### src/rtl/tiny_fir_pkg.sv
// tiny_fir_pkg: sequencer state encoding and address/width helper functions
package tiny_fir_pkg;
  typedef enum logic [2:0] {
    SM_INIT, SM_RUN, SM_DRAIN, SM_FLUSH, SM_LOAD_RD, SM_LOAD_WR, SM_WAIT_DONE
  } state_t;
  function automatic int f_w(input int n);
    return (n > 1) ? $clog2(n) : 1;
  endfunction
  function automatic int f_addr_w(input int sets, input int taps);
    return f_w(sets * taps);
  endfunction
endpackage

### src/rtl/tiny_fir_inflight_counter.sv
// tiny_fir_inflight_counter: saturating up/down count of samples held in the FIR (clk, reset, i_clr/i_inc/i_dec in; o_count, o_at_max out)
module tiny_fir_inflight_counter
  import tiny_fir_pkg::*;
#(
  parameter int G_MAX = 4
) (
  input  logic                    clk,
  input  logic                    reset,
  input  logic                    i_clr,
  input  logic                    i_inc,
  input  logic                    i_dec,
  output logic [f_w(G_MAX+1)-1:0] o_count,
  output logic                    o_at_max
);
  localparam int C_W = f_w(G_MAX + 1);
  logic [C_W-1:0] r_count;
  assign o_count  = r_count;
  assign o_at_max = r_count == C_W'(G_MAX);
  always_ff @(posedge clk or posedge reset)
    if (reset) r_count <= '0;
    else if (i_clr) r_count <= '0;
    else if (i_inc && !i_dec && !o_at_max) r_count <= r_count + 1'b1;
    else if (i_dec && !i_inc && r_count != '0) r_count <= r_count - 1'b1;
endmodule

### src/rtl/tiny_fir_tap_sequencer.sv
// tiny_fir_tap_sequencer: loads coefficient sets into a tiny_fir and gates its sample stream (cfg in, coef memory read, FIR tap/sample/enable control out)
module tiny_fir_tap_sequencer
  import tiny_fir_pkg::*;
#(
  parameter int G_NUM_TAPS     = 16,
  parameter int G_TAP_WIDTH    = 16,
  parameter int G_NUM_SETS     = 4,
  parameter int G_MAX_INFLIGHT = 4,
  parameter int G_DONE_TIMEOUT = 64
) (
  input  logic                                        clk,
  input  logic                                        reset,
  input  logic                                        enable,
  input  logic [f_w(G_NUM_SETS)-1:0]                  cfg_set,
  input  logic                                        cfg_valid,
  output logic                                        cfg_ready,
  output logic                                        busy,
  output logic                                        loaded,
  output logic [f_w(G_NUM_SETS)-1:0]                  active_set,
  output logic                                        error,
  output logic [f_addr_w(G_NUM_SETS,G_NUM_TAPS)-1:0]  coef_rd_addr,
  output logic                                        coef_rd_en,
  input  logic [G_TAP_WIDTH-1:0]                      coef_rd_data,
  output logic                                        fir_enable,
  output logic [G_TAP_WIDTH-1:0]                      fir_tap_dout,
  output logic                                        fir_tap_valid,
  input  logic                                        fir_tap_ready,
  input  logic                                        fir_tap_done,
  input  logic                                        s_din_valid,
  output logic                                        s_din_ready,
  output logic                                        fir_din_valid,
  input  logic                                        fir_din_ready,
  input  logic                                        fir_dout_valid,
  input  logic                                        fir_dout_ready
);
  localparam int C_SW = f_w(G_NUM_SETS);
  localparam int C_AW = f_addr_w(G_NUM_SETS, G_NUM_TAPS);
  localparam int C_TW = f_w(G_NUM_TAPS);
  localparam int C_DW = f_w(G_DONE_TIMEOUT);
  localparam int C_IW = f_w(G_MAX_INFLIGHT + 1);
  state_t            r_state, w_nxt;
  logic [C_SW-1:0]   r_set, r_active_set;
  logic [C_TW-1:0]   r_tap_idx;
  logic [C_DW-1:0]   r_timer;
  logic [G_TAP_WIDTH-1:0] r_tap;
  logic              r_loaded, r_error, r_rd_d;
  logic [C_IW-1:0]   w_cnt;
  logic              w_at_max, w_acc, w_open, w_hs, w_last, w_done, w_tmo;
  assign cfg_ready     = enable && (r_state == SM_INIT || r_state == SM_RUN);
  assign w_acc         = cfg_valid && cfg_ready;
  assign w_open        = enable && r_state == SM_RUN && !w_at_max && !w_acc;
  assign fir_din_valid = s_din_valid && w_open;
  assign s_din_ready   = fir_din_ready && w_open;
  assign busy          = r_state != SM_INIT && r_state != SM_RUN;
  assign fir_enable    = r_state != SM_INIT && r_state != SM_FLUSH;
  assign loaded        = r_loaded;
  assign active_set    = r_active_set;
  assign error         = r_error;
  assign coef_rd_en    = r_state == SM_LOAD_RD;
  assign coef_rd_addr  = coef_rd_en ? C_AW'(r_set) * C_AW'(G_NUM_TAPS) + C_AW'(r_tap_idx) : '0;
  assign fir_tap_valid = r_state == SM_LOAD_WR;
  // the read data only arrives in the first write cycle, so it bypasses the tap register there
  assign fir_tap_dout  = r_rd_d ? coef_rd_data : r_tap;
  assign w_hs          = fir_tap_valid && fir_tap_ready;
  assign w_last        = r_tap_idx == C_TW'(G_NUM_TAPS - 1);
  assign w_done        = r_state == SM_WAIT_DONE && fir_tap_done;
  assign w_tmo         = r_state == SM_WAIT_DONE && !fir_tap_done && r_timer == C_DW'(G_DONE_TIMEOUT - 1);
  tiny_fir_inflight_counter #(.G_MAX(G_MAX_INFLIGHT)) u_inflight (
    .clk      (clk),
    .reset    (reset),
    .i_clr    (!enable),
    .i_inc    (fir_din_valid && fir_din_ready),
    .i_dec    (fir_dout_valid && fir_dout_ready),
    .o_count  (w_cnt),
    .o_at_max (w_at_max)
  );
  always_ff @(posedge clk or posedge reset)
    if (reset) r_state <= SM_INIT;
    else r_state <= w_nxt;
  always_comb begin
    w_nxt = r_state;
    case (r_state)
      SM_INIT:      if (w_acc) w_nxt = SM_FLUSH;
      SM_RUN:       if (w_acc) w_nxt = SM_DRAIN;
      SM_DRAIN:     if (w_cnt == '0) w_nxt = SM_FLUSH;
      SM_FLUSH:     w_nxt = SM_LOAD_RD;
      SM_LOAD_RD:   w_nxt = SM_LOAD_WR;
      SM_LOAD_WR:   if (w_hs) w_nxt = w_last ? SM_WAIT_DONE : SM_LOAD_RD;
      SM_WAIT_DONE: w_nxt = w_done ? SM_RUN : w_tmo ? SM_INIT : SM_WAIT_DONE;
      default:      w_nxt = SM_INIT;
    endcase
    if (!enable) w_nxt = SM_INIT;
  end
  always_ff @(posedge clk or posedge reset)
    if (reset) r_error <= 1'b0;
    else if (enable && w_tmo) r_error <= 1'b1;
  always_ff @(posedge clk or posedge reset) begin
    if (reset) begin
      r_set        <= '0;
      r_active_set <= '0;
      r_loaded     <= 1'b0;
      r_tap_idx    <= '0;
      r_tap        <= '0;
      r_rd_d       <= 1'b0;
      r_timer      <= '0;
    end else if (!enable) begin
      r_set        <= '0;
      r_active_set <= '0;
      r_loaded     <= 1'b0;
      r_tap_idx    <= '0;
      r_tap        <= '0;
      r_rd_d       <= 1'b0;
      r_timer      <= '0;
    end else begin
      r_rd_d  <= coef_rd_en;
      r_timer <= (r_state == SM_WAIT_DONE) ? r_timer + 1'b1 : '0;
      if (r_rd_d) r_tap <= coef_rd_data;
      if (w_acc) r_set <= C_SW'(cfg_set % G_NUM_SETS);
      if (w_acc) r_loaded <= 1'b0;
      if (r_state == SM_FLUSH) r_tap_idx <= '0;
      else if (w_hs && !w_last) r_tap_idx <= r_tap_idx + 1'b1;
      if (w_done) begin
        r_loaded     <= 1'b1;
        r_active_set <= r_set;
      end
    end
  end
endmodule
### config.mk
export PLATFORM = sky130hd
export DESIGN_NAME = tiny_fir_tap_sequencer
export DESIGN_NICKNAME = d
export VERILOG_FILES = /design/src/rtl/tiny_fir_pkg.sv /design/src/rtl/tiny_fir_inflight_counter.sv /design/src/rtl/tiny_fir_tap_sequencer.sv
export SDC_FILE = /design/constraint.sdc
export NUM_CORES = 1
export LEC_CHECK = 0
export CAP_MARGIN = 25
export CORE_AREA = 2 2 68 70
export CTS_BUF_LIST = sky130_fd_sc_hd__clkbuf_8
export DETAILED_ROUTE_END_ITERATION = 10
export DIE_AREA = 0 0 70 72
export PLACE_DENSITY_LB_ADDON = 0.3
export SYNTH_ARGS = -nofsm -noshare
export SYNTH_HDL_FRONTEND = slang
export SYNTH_SLANG_ARGS = --single-unit
### constraint.sdc
create_clock -name clk -period 2.4 [get_ports clk]
set_clock_uncertainty 0.1 [all_clocks]
set_input_delay 0.48 -clock clk [delete_from_list [all_inputs] [get_ports clk]]
set_output_delay 0.48 -clock clk [all_outputs]
set_load 0.02 [all_outputs]
# [Word level (Yosys, flattened, before mapping)]
# Cells that the tools add are included.
[word_totals] rom_bits=0 regBits=39 mem_count=0 word_cells=96 ram_bits=0 in_bits=28 latch_bits=0
[classes] add_sub_neg=5 order_cmp=0 div=0 bitwise_logic=0 eq_ne=20 muxes=28 n_reduce_logical=33 shifts=0 mul=0
[ops] operator="$mux 16" n=2
[ops] operator="$mux 3" n=10
[ops] operator="$logic_and 1x1->1" n=21
[ops] operator="$pmux 3 s7" n=1
[ops] operator="$mux 6" n=3
[ops] operator="$eq 3x3->1 const B" n=4
[ops] operator="$mux 4" n=3
[ops] operator="$ne 3x1->1 const B" n=4
[ops] operator="$mux 2" n=5
[ops] operator="$ne 3x3->1 const B" n=3
[ops] operator="$add 6x1->6 const B" n=1
[ops] operator="$add 6x4->6" n=1
[ops] operator="$eq 3x2->1 const B" n=2
[ops] operator="$eq 6x6->1 const B" n=1
[ops] operator="$logic_not 1->1" n=6
[ops] operator="$logic_not 3->1" n=2
[ops] operator="$ne 3x2->1 const B" n=2
[ops] operator="$reduce_bool 3->1" n=2
[ops] operator="$add 4x1->4 const B" n=1
[ops] operator="$eq 4x4->1 const B" n=1
[ops] operator="$mux 1" n=4
[ops] operator="$ne 2x1->1 const B" n=2
[ops] operator="$reduce_and 4->1" n=1
[ops] operator="$add 3x1->3 const B" n=1
[ops] operator="3 further kinds" n=3

# [Longest topological paths before layout]
# Gate-level depths: netlist of run 1.
[depth] depth_word=14 mapped_depth=9

# [Modules after synthesis]
# Synthesis of run 1 repeated with hierarchy kept, for this count alone.
[hier_totals] hier_cells=194 hier_area_um2=2043.2
[by_module_without_submodules] mod="tiny_fir_tap_sequencer" seq_area_each_um2=900.9 cells_per_inst=169 instances=1 area_per_inst_um2=1805.5
[by_module_without_submodules] mod="tiny_fir_inflight_counter" seq_area_each_um2=75.1 cells_per_inst=25 instances=1 area_per_inst_um2=237.7

# [Worst setup path after synthesis of run 1]
# OpenSTA, ideal clock, no wires.
[synth_timing] kind="input to register" from="in enable" to="reg u_inflight.r_count[1] (netlist: u_inflight.o_count[1])" n_path_buf=1 required_time_ns=2.234 slack_ns=0.207 stages=9 arrival_ns=2.027 setup_time_ns=0.066 path_cell_list="buf_2 > and3_1 > nand3_1 > a21oi_1 > fa_1 > nand3_1 > o21ai_0 > o31ai_1 > a22o_1"
[synth_between] elab_chain_len=10
[synth_rtl] element="start, declared" line_no="tiny_fir_tap_sequencer.sv:13" rtl="input logic enable,"
[synth_rtl] element="$logic_and 1x1->1" line_no="tiny_fir_tap_sequencer.sv:49" rtl="assign cfg_ready = enable && (r_state == SM_INIT || r_state == SM_RUN);"
[synth_rtl] element="$logic_and 1x1->1" line_no="tiny_fir_tap_sequencer.sv:50" rtl="assign w_acc = cfg_valid && cfg_ready;"
[synth_rtl] element="$logic_not 1->1" line_no="tiny_fir_tap_sequencer.sv:51" rtl="assign w_open = enable && r_state == SM_RUN && !w_at_max && !w_acc;"
[synth_rtl] element="$logic_and 1x1->1" line_no="tiny_fir_tap_sequencer.sv:51"
[synth_rtl] element="$logic_and 1x1->1" line_no="tiny_fir_tap_sequencer.sv:52" rtl="assign fir_din_valid = s_din_valid && w_open;"
[synth_rtl] element="$logic_and 1x1->1" line_no="tiny_fir_tap_sequencer.sv:72" rtl=".i_inc (fir_din_valid && fir_din_ready),"
[synth_rtl] element="$logic_not 1->1 / $logic_and 1x1->1 (equally long branches)" line_no="tiny_fir_inflight_counter.sv:23, tiny_fir_inflight_counter.sv:22"
[synth_rtl] element="$logic_and 1x1->1 (on tied branches)" line_no="tiny_fir_inflight_counter.sv:23, tiny_fir_inflight_counter.sv:22"
[synth_rtl] element="$logic_and 1x1->1 / $mux 3 (equally long branches)" line_no="tiny_fir_inflight_counter.sv:23, tiny_fir_inflight_counter.sv:22"
[synth_rtl] element="$ne 3x1->1 (no source line) / $mux 3 (equally long branches)"
[synth_rtl] element="end signal, assigned" line_no="tiny_fir_inflight_counter.sv:22" rtl="else if (i_inc && !i_dec && !o_at_max) r_count <= r_count + 1'b1;"
[synth_rtl] element="end signal, assigned" line_no="tiny_fir_inflight_counter.sv:23" rtl="else if (i_dec && !i_inc && r_count != '0) r_count <= r_count - 1'b1;"
[synth_rtl] element="end, declared" line_no="tiny_fir_inflight_counter.sv:16" rtl="logic [C_W-1:0] r_count;"
# Several ways; a longest one is shown, not always the timed one.
# A chain may end at the register's enable or synchronous reset.

# [Worst setup path in the final report of run 1]
[layout_timing] from="reg r_rd_d" to="out fir_tap_dout[8]"
[layout_between] elab_chain_len=1
[layout_rtl] element="start, declared" line_no="tiny_fir_tap_sequencer.sv:46" rtl="logic r_loaded, r_error, r_rd_d;"
[layout_rtl] element="start signal, assigned" line_no="tiny_fir_tap_sequencer.sv:115" rtl="r_rd_d <= coef_rd_en;"
[layout_rtl] element="$mux 16" line_no="tiny_fir_tap_sequencer.sv:63" rtl="assign fir_tap_dout = r_rd_d ? coef_rd_data : r_tap;"
[layout_rtl] element="end, declared" line_no="tiny_fir_tap_sequencer.sv:25" rtl="output logic [G_TAP_WIDTH-1:0] fir_tap_dout,"
# Every way passes these cells.

==> summary.txt, run 1 <==
Detailed routing
  • Met3 WL: 331 microns
  • Wire length on met2: 2210 microns
  • # DRC: 0
  • Top sig layer: met4
  • Routed wire per std cell: 14.1 microns
  • Vias per Instance: ~5.2
  • Remaining antenna violation count: 0
  • Met1 Wirelength: 2060 microns
  • DRT iter0 DRCs: 61
  • First-pass DRT Iterations: 4
  • DR vias: 1753
  • Routed WL: 4710 microns

Timing
  • Setup WS post-layout: 0.0644 ns
  • Final setup fails: 0
  • Measured slew at the worst slew-check pin: 0.491 ns
  • Final hold vios: 0
  • Crit path time final: 2.34 ns
  • Slew headroom: 67.0%
  • Tcrit/Tclk final: a little over nine tenths
  • Pins Over Slew Limit: 0
  • Fmax: 0.428 GHz

Placement
  • Post-Place Worst Slack: -0.382 ns
  • DP Cell Count: 321
  • Detailed placer's ending HPWL: 3360 microns
  • Port bufs: 60
  • GP Congestion: 0.869

Yosys
  • Post-synth cell types: 40
  • Async S/R FF share, synth: 100%
  • Seq/Total Area, Yosys: 48.0%
  • Top area cells in the synthesized netlist: dfrtp_1, mux2_2, and2_1, nor2_1, nand3_1
  • Synthesis Warnings: 0
  • Netlist Area Pre-Place: 2030 sq um
  • Synth area leader: dfrtp_1
  • Count leader, synth: dfrtp_1
  • Syn nets: 230
  • Post-synth top cells: dfrtp_1, and2_1, nor2_1
  • Top FF cell, synth: dfrtp_1
  • Count of state elements after synthesis: 39
  • Post-synth EDFFs: 0
  • Area share of the largest cell type after synthesis: between 40% and 50%
  • Syn_area_per_cell: roughly 10 sq um
  • Post-Syn Instances: approximately 200

Setup path
  • R2R depth: 9
  • Critical-path top delay cell: clkdlybuf4s50_1
  • Critical path class: register to output port
  • Largest fanout on the critical path: 16
  • Crit end category: output port
  • Crit-path cells: buf_4 > mux2_2 > clkdlybuf4s50_1
  • WP data required: ~1.8 ns
  • WP data arrival: roughly 1.8 ns
  • Setup crit start kind: register
  • Delay of the slowest critical-path stage: around 0.54 ns

Cells and area
  • Area delta synth->final: 45.0%
  • Share of cells above drive strength 1: 20.5%
  • Nets: ~310
  • N_diodes: 0
  • Layout Cells excl Fill: 335
  • Fillers: 341

Run status
  • Status: completed

Clocking
  • Skew-Pair Late Insertion Delay: 0.29 ns
  • CTS Sinks: 39
  • Clock H-tree levels: 2
  • CTS tree: yes
  • Hold Buf Count CTS: 0
  • Clk slew on worst S/H paths: 0.07 ns
  • Num CTS Buffers: 5
  • Max Buffers Root-to-Sink: 2
  • Clk root buf: clkbuf_8

Floorplanning
  • IO Count: 61
  • Die W: 70 microns
  • Core area: approximately 4300 sq um
  • Die ar.: 5040 sq um
  • Die Ht: 72 microns
  • Row count: 24
  • Starting Density: a little under half

GRT
  • GRT Overall Usage: 19.7%
  • Number of antenna violations at the first check in global routing: 0
  • Vias in the first global route: about 1800
  • First-pass GRT wire length: 7830 microns
  • Largest net degree at the start of global routing: 40
  • Global route total overflow: 0

Hold path
  • Hold crit path type: register to register
  • Hold Crit Depth: 1

Power and ir drop
  • Total leakage power: 1.47 nW
  • Power Density: 498 nW/um^2
  • Maximum vdd drop: 0.276 mV

Flow run
  • Maxcap violations: 0
[timing repair]
action | CTS | global route
setup buffers | 2 | 4
pin swaps | 1 | 4
endpoints found under the setup margin | 13 | 7
resized for setup | 14 | 12
[critical path: cells and delay by family (launching register included)]
| kind | cells | cell delay, ns |
|---|---|---|
| buffers and inverters | 2 | 0.77 |
| DFF | 1 | 0.32 |
| muxes | 1 | 0.38 |
[stage by stage]
step | power [mW] | util [%] | instance area [sq um] | hold slack [ns] | TNS [ns]
4_1_cts | 1.47 | 67.7 | 2890 | 0.360 | 0
3_3_place_gp | 1.04 | 65.6 | 2800 | 0.349 | -0.924
2_1_floorplan | 0.881 | - | 2030 | 0.333 | 0
3_5_place_dp | 1.05 | 65.6 | 2800 | 0.349 | -1.17
6_report | 1.47 | 69.2 | 2950 | 0.356 | 0
5_1_grt | 1.53 | 69.2 | 2950 | 0.401 | -0.0145
[layout by cell type (no fill, tap or decap), types with 2 or more instances in the layout]
cell and instances:
nor2_1 19, clkbuf_8 5, nor3_1 2, clkdlybuf4s50_1 43
ha_1 2, buf_4 24, or3_1 2, nand3_1 13
mux2i_1 4, clkbuf_2 2, nand2b_1 2, inv_1 7
o21ai_0 4, and2_1 25, mux2_2 16, a31oi_1 2
a211oi_1 2, xor2_1 3, dlygate4sd2_1 11, and3_1 3
nand4_1 2, a21oi_1 8, xnor2_1 4, dfrtp_1 38
o31ai_1 3, dlymetal6s2s_1 5, nand2_1 9
[final cells by class]
| type | instances | area [sq um] | area share [%] |
|---|---|---|---|
| well taps | 52 | 65.1 | 2.21 |
| flip-flops and latches | 39 | 977 | 33.1 |
| multi-input cells | 144 | 1020 | 34.5 |
| clock buffers | 5 | 68.8 | 2.33 |
| clock inverters | 3 | 16.3 | 0.552 |
| inverters | 7 | 26.3 | 0.891 |
| repair buffers | 85 | 779 | 26.4 |
[routing by layer]
metal,vias up,global-route usage (%)
li1,857,-
met1,822,23.4
met2,63,33.7
met3,11,4.72
met4,0,9.62
met5,-,0
[power by group]
group / switching, mW / internal [mW]
registers: 0.0223 / 0.677
logic: 0.173 / 0.174
clock network: 0.225 / 0.199
[worst paths after layout]
check,from,endpoint,slack (ns)
max,r_rd_d$_DFF_PP0_,fir_tap_dout[8],0.06
min,r_timer[0]$_DFF_PP0_,r_timer[0]$_DFF_PP0_,0.36
max reg2reg,r_state[2]$_DFFE_PP0P_,u_inflight.o_count[1]$_DFFE_PP0P_,0.11
min reg2reg,r_timer[0]$_DFF_PP0_,r_timer[0]$_DFF_PP0_,0.36
max in group asynchronous,reset,r_state[2]$_DFFE_PP0P_,1.34
min in group asynchronous,reset,r_tap[1]$_DFF_PP0_,0.51
[sequential cells by signal (all words and copies together) (netlist names), 2 cells and up]
register / count
r_tap: 16
r_set: 2
active_set: 2
r_state: 3
r_tap_idx: 4
u_inflight.o_count: 3
r_timer: 6
[kinds of logic (layout without fill, tap and decap cells)]
group | Yosys count | in the layout | synth area share (%)
and+or+nand+nor | 85 | 85 | 22.9
DFF | 39 | 39 | 48.0
AOI/OAI and AO/OA | 29 | 29 | 9.53
muxes | 20 | 20 | 10.8
buffers and inverters | 16 | 100 | 3.50
xor gates and xnor gates | 7 | 7 | 3.01
adders and majority gates | 3 | 3 | 2.21
Power figures use the tool's default switching activity.
==> inputs of run 2 (changes only) <==
PLACE_DENSITY = 0.81   (was default)
PLACE_DENSITY_LB_ADDON = default   (was 0.3)
==> summary.txt, run 2 (same netlist as run 1, synthesis figures left out) <==
Setup path
  • CP delay by family, top: buffers and inverters
  • Critical-path top delay cell: clkdlybuf4s50_1
  • Worst path buffer plus inverter count: 2 (unchanged)
  • Largest fanout on the critical path: 16 (unchanged)
  • WP data required: 1.82 ns (about the same)
  • Setup crit start kind: register
  • Crit end category: output port
  • Crit-path cells: buf_6 > mux2_2 > clkdlybuf4s50_1
  • WP data arrival: 1.74 ns (-0.02 ns)
  • Critical path class: register to output port
  • Delay of the slowest critical-path stage: 0.55 ns (about the same)

Detailed routing
  • Routed wire per std cell: 14.1 microns (+0.44%)
  • DR vias: 1754 (+0.057%)
  • Routed WL: 4750 microns (+0.74%)
  • # DRC: 0 (unchanged)
  • DRT iter0 DRCs: 90 (+48%)
  • Remaining antenna violation count: 0 (unchanged)
  • Vias per Instance: 5.22 (-0.24%)
  • First-pass DRT Iterations: 4 (unchanged)

Cells and area
  • Nets: 314 (+0.32%)
  • Fillers: 334 (-2.1%)
  • Max FFs per register: 16 (unchanged)
  • Most frequent cells in the layout: clkdlybuf4s50_1, dfrtp_1, and2_1, buf_4, nor2_1
  • Area of the multi-input gates: 1000 sq um (-1.5%)
  • Area delta synth->final: 44.8%
  • Register Area: 977 sq um (unchanged)
  • Top flop regs: r_tap (16), r_timer (6), r_tap_idx (4)
  • N_diodes: 0 (unchanged)
  • Share of cells above drive strength 1: 20.4% (-0.072 points)
  • Final core utilization: 69.1% (-0.088 points)
  • Top reg by flops: r_tap
  • Most common cell after layout, fill and taps aside: clkdlybuf4s50_1

Timing
  • Worst hold slack: 0.363 ns (+0.00745 ns)
  • RSZ-0062 raised after global routing: yes
  • Setup TNS: 0 ns (unchanged)
  • Fmax: 0.431 GHz (+0.62%)
  • Tcrit/Tclk final: 96.7% (-0.60 points)
  • Pins Over Slew Limit: 0 (unchanged)
  • Final setup fails: 0 (unchanged)
  • Final hold vios: 0 (unchanged)
  • Setup WS post-layout: 0.0788 ns (+0.0144 ns)
  • Crit path time final: 2.32 ns (-0.0144 ns)
  • Measured slew at the worst slew-check pin: 0.506 ns (+0.0158 ns)
  • Slew headroom: 65.9% (-1.1 points)

GRT
  • First-pass GRT wire length: 8070 microns (+3.1%)
  • Largest net degree at the start of global routing: 40 (unchanged)
  • Vias in the first global route: 1726 (-3.6%)
  • GRT Overall Usage: 20.5% (+0.81 points)
  • Global route total overflow: 0 (unchanged)
  • Number of antenna violations at the first check in global routing: 0 (unchanged)

Run status
  • Status: completed

Floorplanning
  • Die W: 70 microns (unchanged)
  • Starting Density: 47.7% (unchanged)
  • Core area: 4260 sq um (unchanged)
  • Die ar.: 5040 sq um (unchanged)
  • Die Ht: 72 microns (unchanged)
  • Row count: 24 (unchanged)
  • IO Count: 61 (unchanged)

Power and ir drop
  • Maximum vdd drop: 0.315 mV (+14%)
  • Power Density: 504 nW/um^2 (+1.2%)
  • Total leakage power: 1.42 nW (-3.1%)
  • Total chip power: 1.49 mW (+1.1%)

Clocking
  • Hold Buf Count CTS: 0 (unchanged)
  • Clk root buf: clkbuf_8
  • CTS Sinks: 39 (unchanged)
  • Clk slew on worst S/H paths: 0.08 ns (about the same)
  • CTS tree: yes
  • Max Buffers Root-to-Sink: 2 (unchanged)
  • Num CTS Buffers: 5 (unchanged)
  • Skew-Pair Late Insertion Delay: 0.30 ns (about the same)
  • Clock H-tree levels: 2 (unchanged)

Flow run
  • Maxcap violations: 0 (unchanged)

Hold path
  • Hold crit path type: register to register

Placement
  • Detailed placer's ending HPWL: 3450 microns (+2.5%)
  • GP Congestion: 0.855 (-1.6%)
  • Post-Place Worst Slack: -0.417 ns (-0.0355 ns)
  • Port bufs: 60 (unchanged)
==> run 2: what timing repair did <==
action,4_1_cts,5_1_grt
pin swaps,5,4
setup buffers,3,1
resized for setup,14,5
endpoints found under the setup margin,12,20
==> run 2: cell type report <==
cell class                 instances  share of cell area [%]
clock inverter                     3                   0.552
clock buffer                       5                    2.34
sequential                        39                    33.2
timing repair buffer              86                    26.8
tap                               52                    2.21
multi-input combinational        144                    34.0
inverter                           7                   0.892
==> run 2: metrics by stage <==
step / cell area, sq um / instances
final: 2950 / 336
after floorplan: 2030 / 199
after global placement: 2820 / 324
after CTS: 2920 / 335
after global routing: 2950 / 336
after detailed placement: 2820 / 324
==> run 2: path summary, 6_finish.rpt <==
| path | start | endpoint | slack, ns | depth (start not counted) |
|---|---|---|---|---|
| max | r_rd_d$_DFF_PP0_ | fir_tap_dout[0] | 0.08 | 3 |
| min | r_timer[0]$_DFF_PP0_ | r_timer[0]$_DFF_PP0_ | 0.36 | 1 |
| max reg2reg | r_state[2]$_DFFE_PP0P_ | u_inflight.o_count[1]$_DFFE_PP0P_ | 0.12 | 9 |
| min reg2reg | r_timer[0]$_DFF_PP0_ | r_timer[0]$_DFF_PP0_ | 0.36 | 1 |
| max in group asynchronous | reset | r_state[2]$_DFFE_PP0P_ | 1.34 | 3 |
| min in group asynchronous | reset | r_tap[3]$_DFF_PP0_ | 0.51 | 3 |
==> run 2: power by group <==
group	switching, mW	internal (mW)
Sequential	0.0209	0.677
Clock	0.238	0.199
Combinational	0.170	0.181
==> run 2: routing by layer <==
layer / vias to the layer above / global-route usage [%] / wire length, microns
met5: - / 0 / 0
li1: 856 / - / -
met2: 59 / 35.1 / 2240
met3: 6 / 6.11 / 323
met4: 0 / 7.05 / 65
met1: 833 / 24.8 / 2120
==> run 2: worst reg2reg max path: cells and delay by family (launching register included) <==
kind | cells | cell delay (ns)
compound gates | 4 | 0.57
fa+ha+maj | 1 | 0.44
buf+inv | 1 | 0.17
flops | 1 | 0.46
simple gates | 3 | 0.48
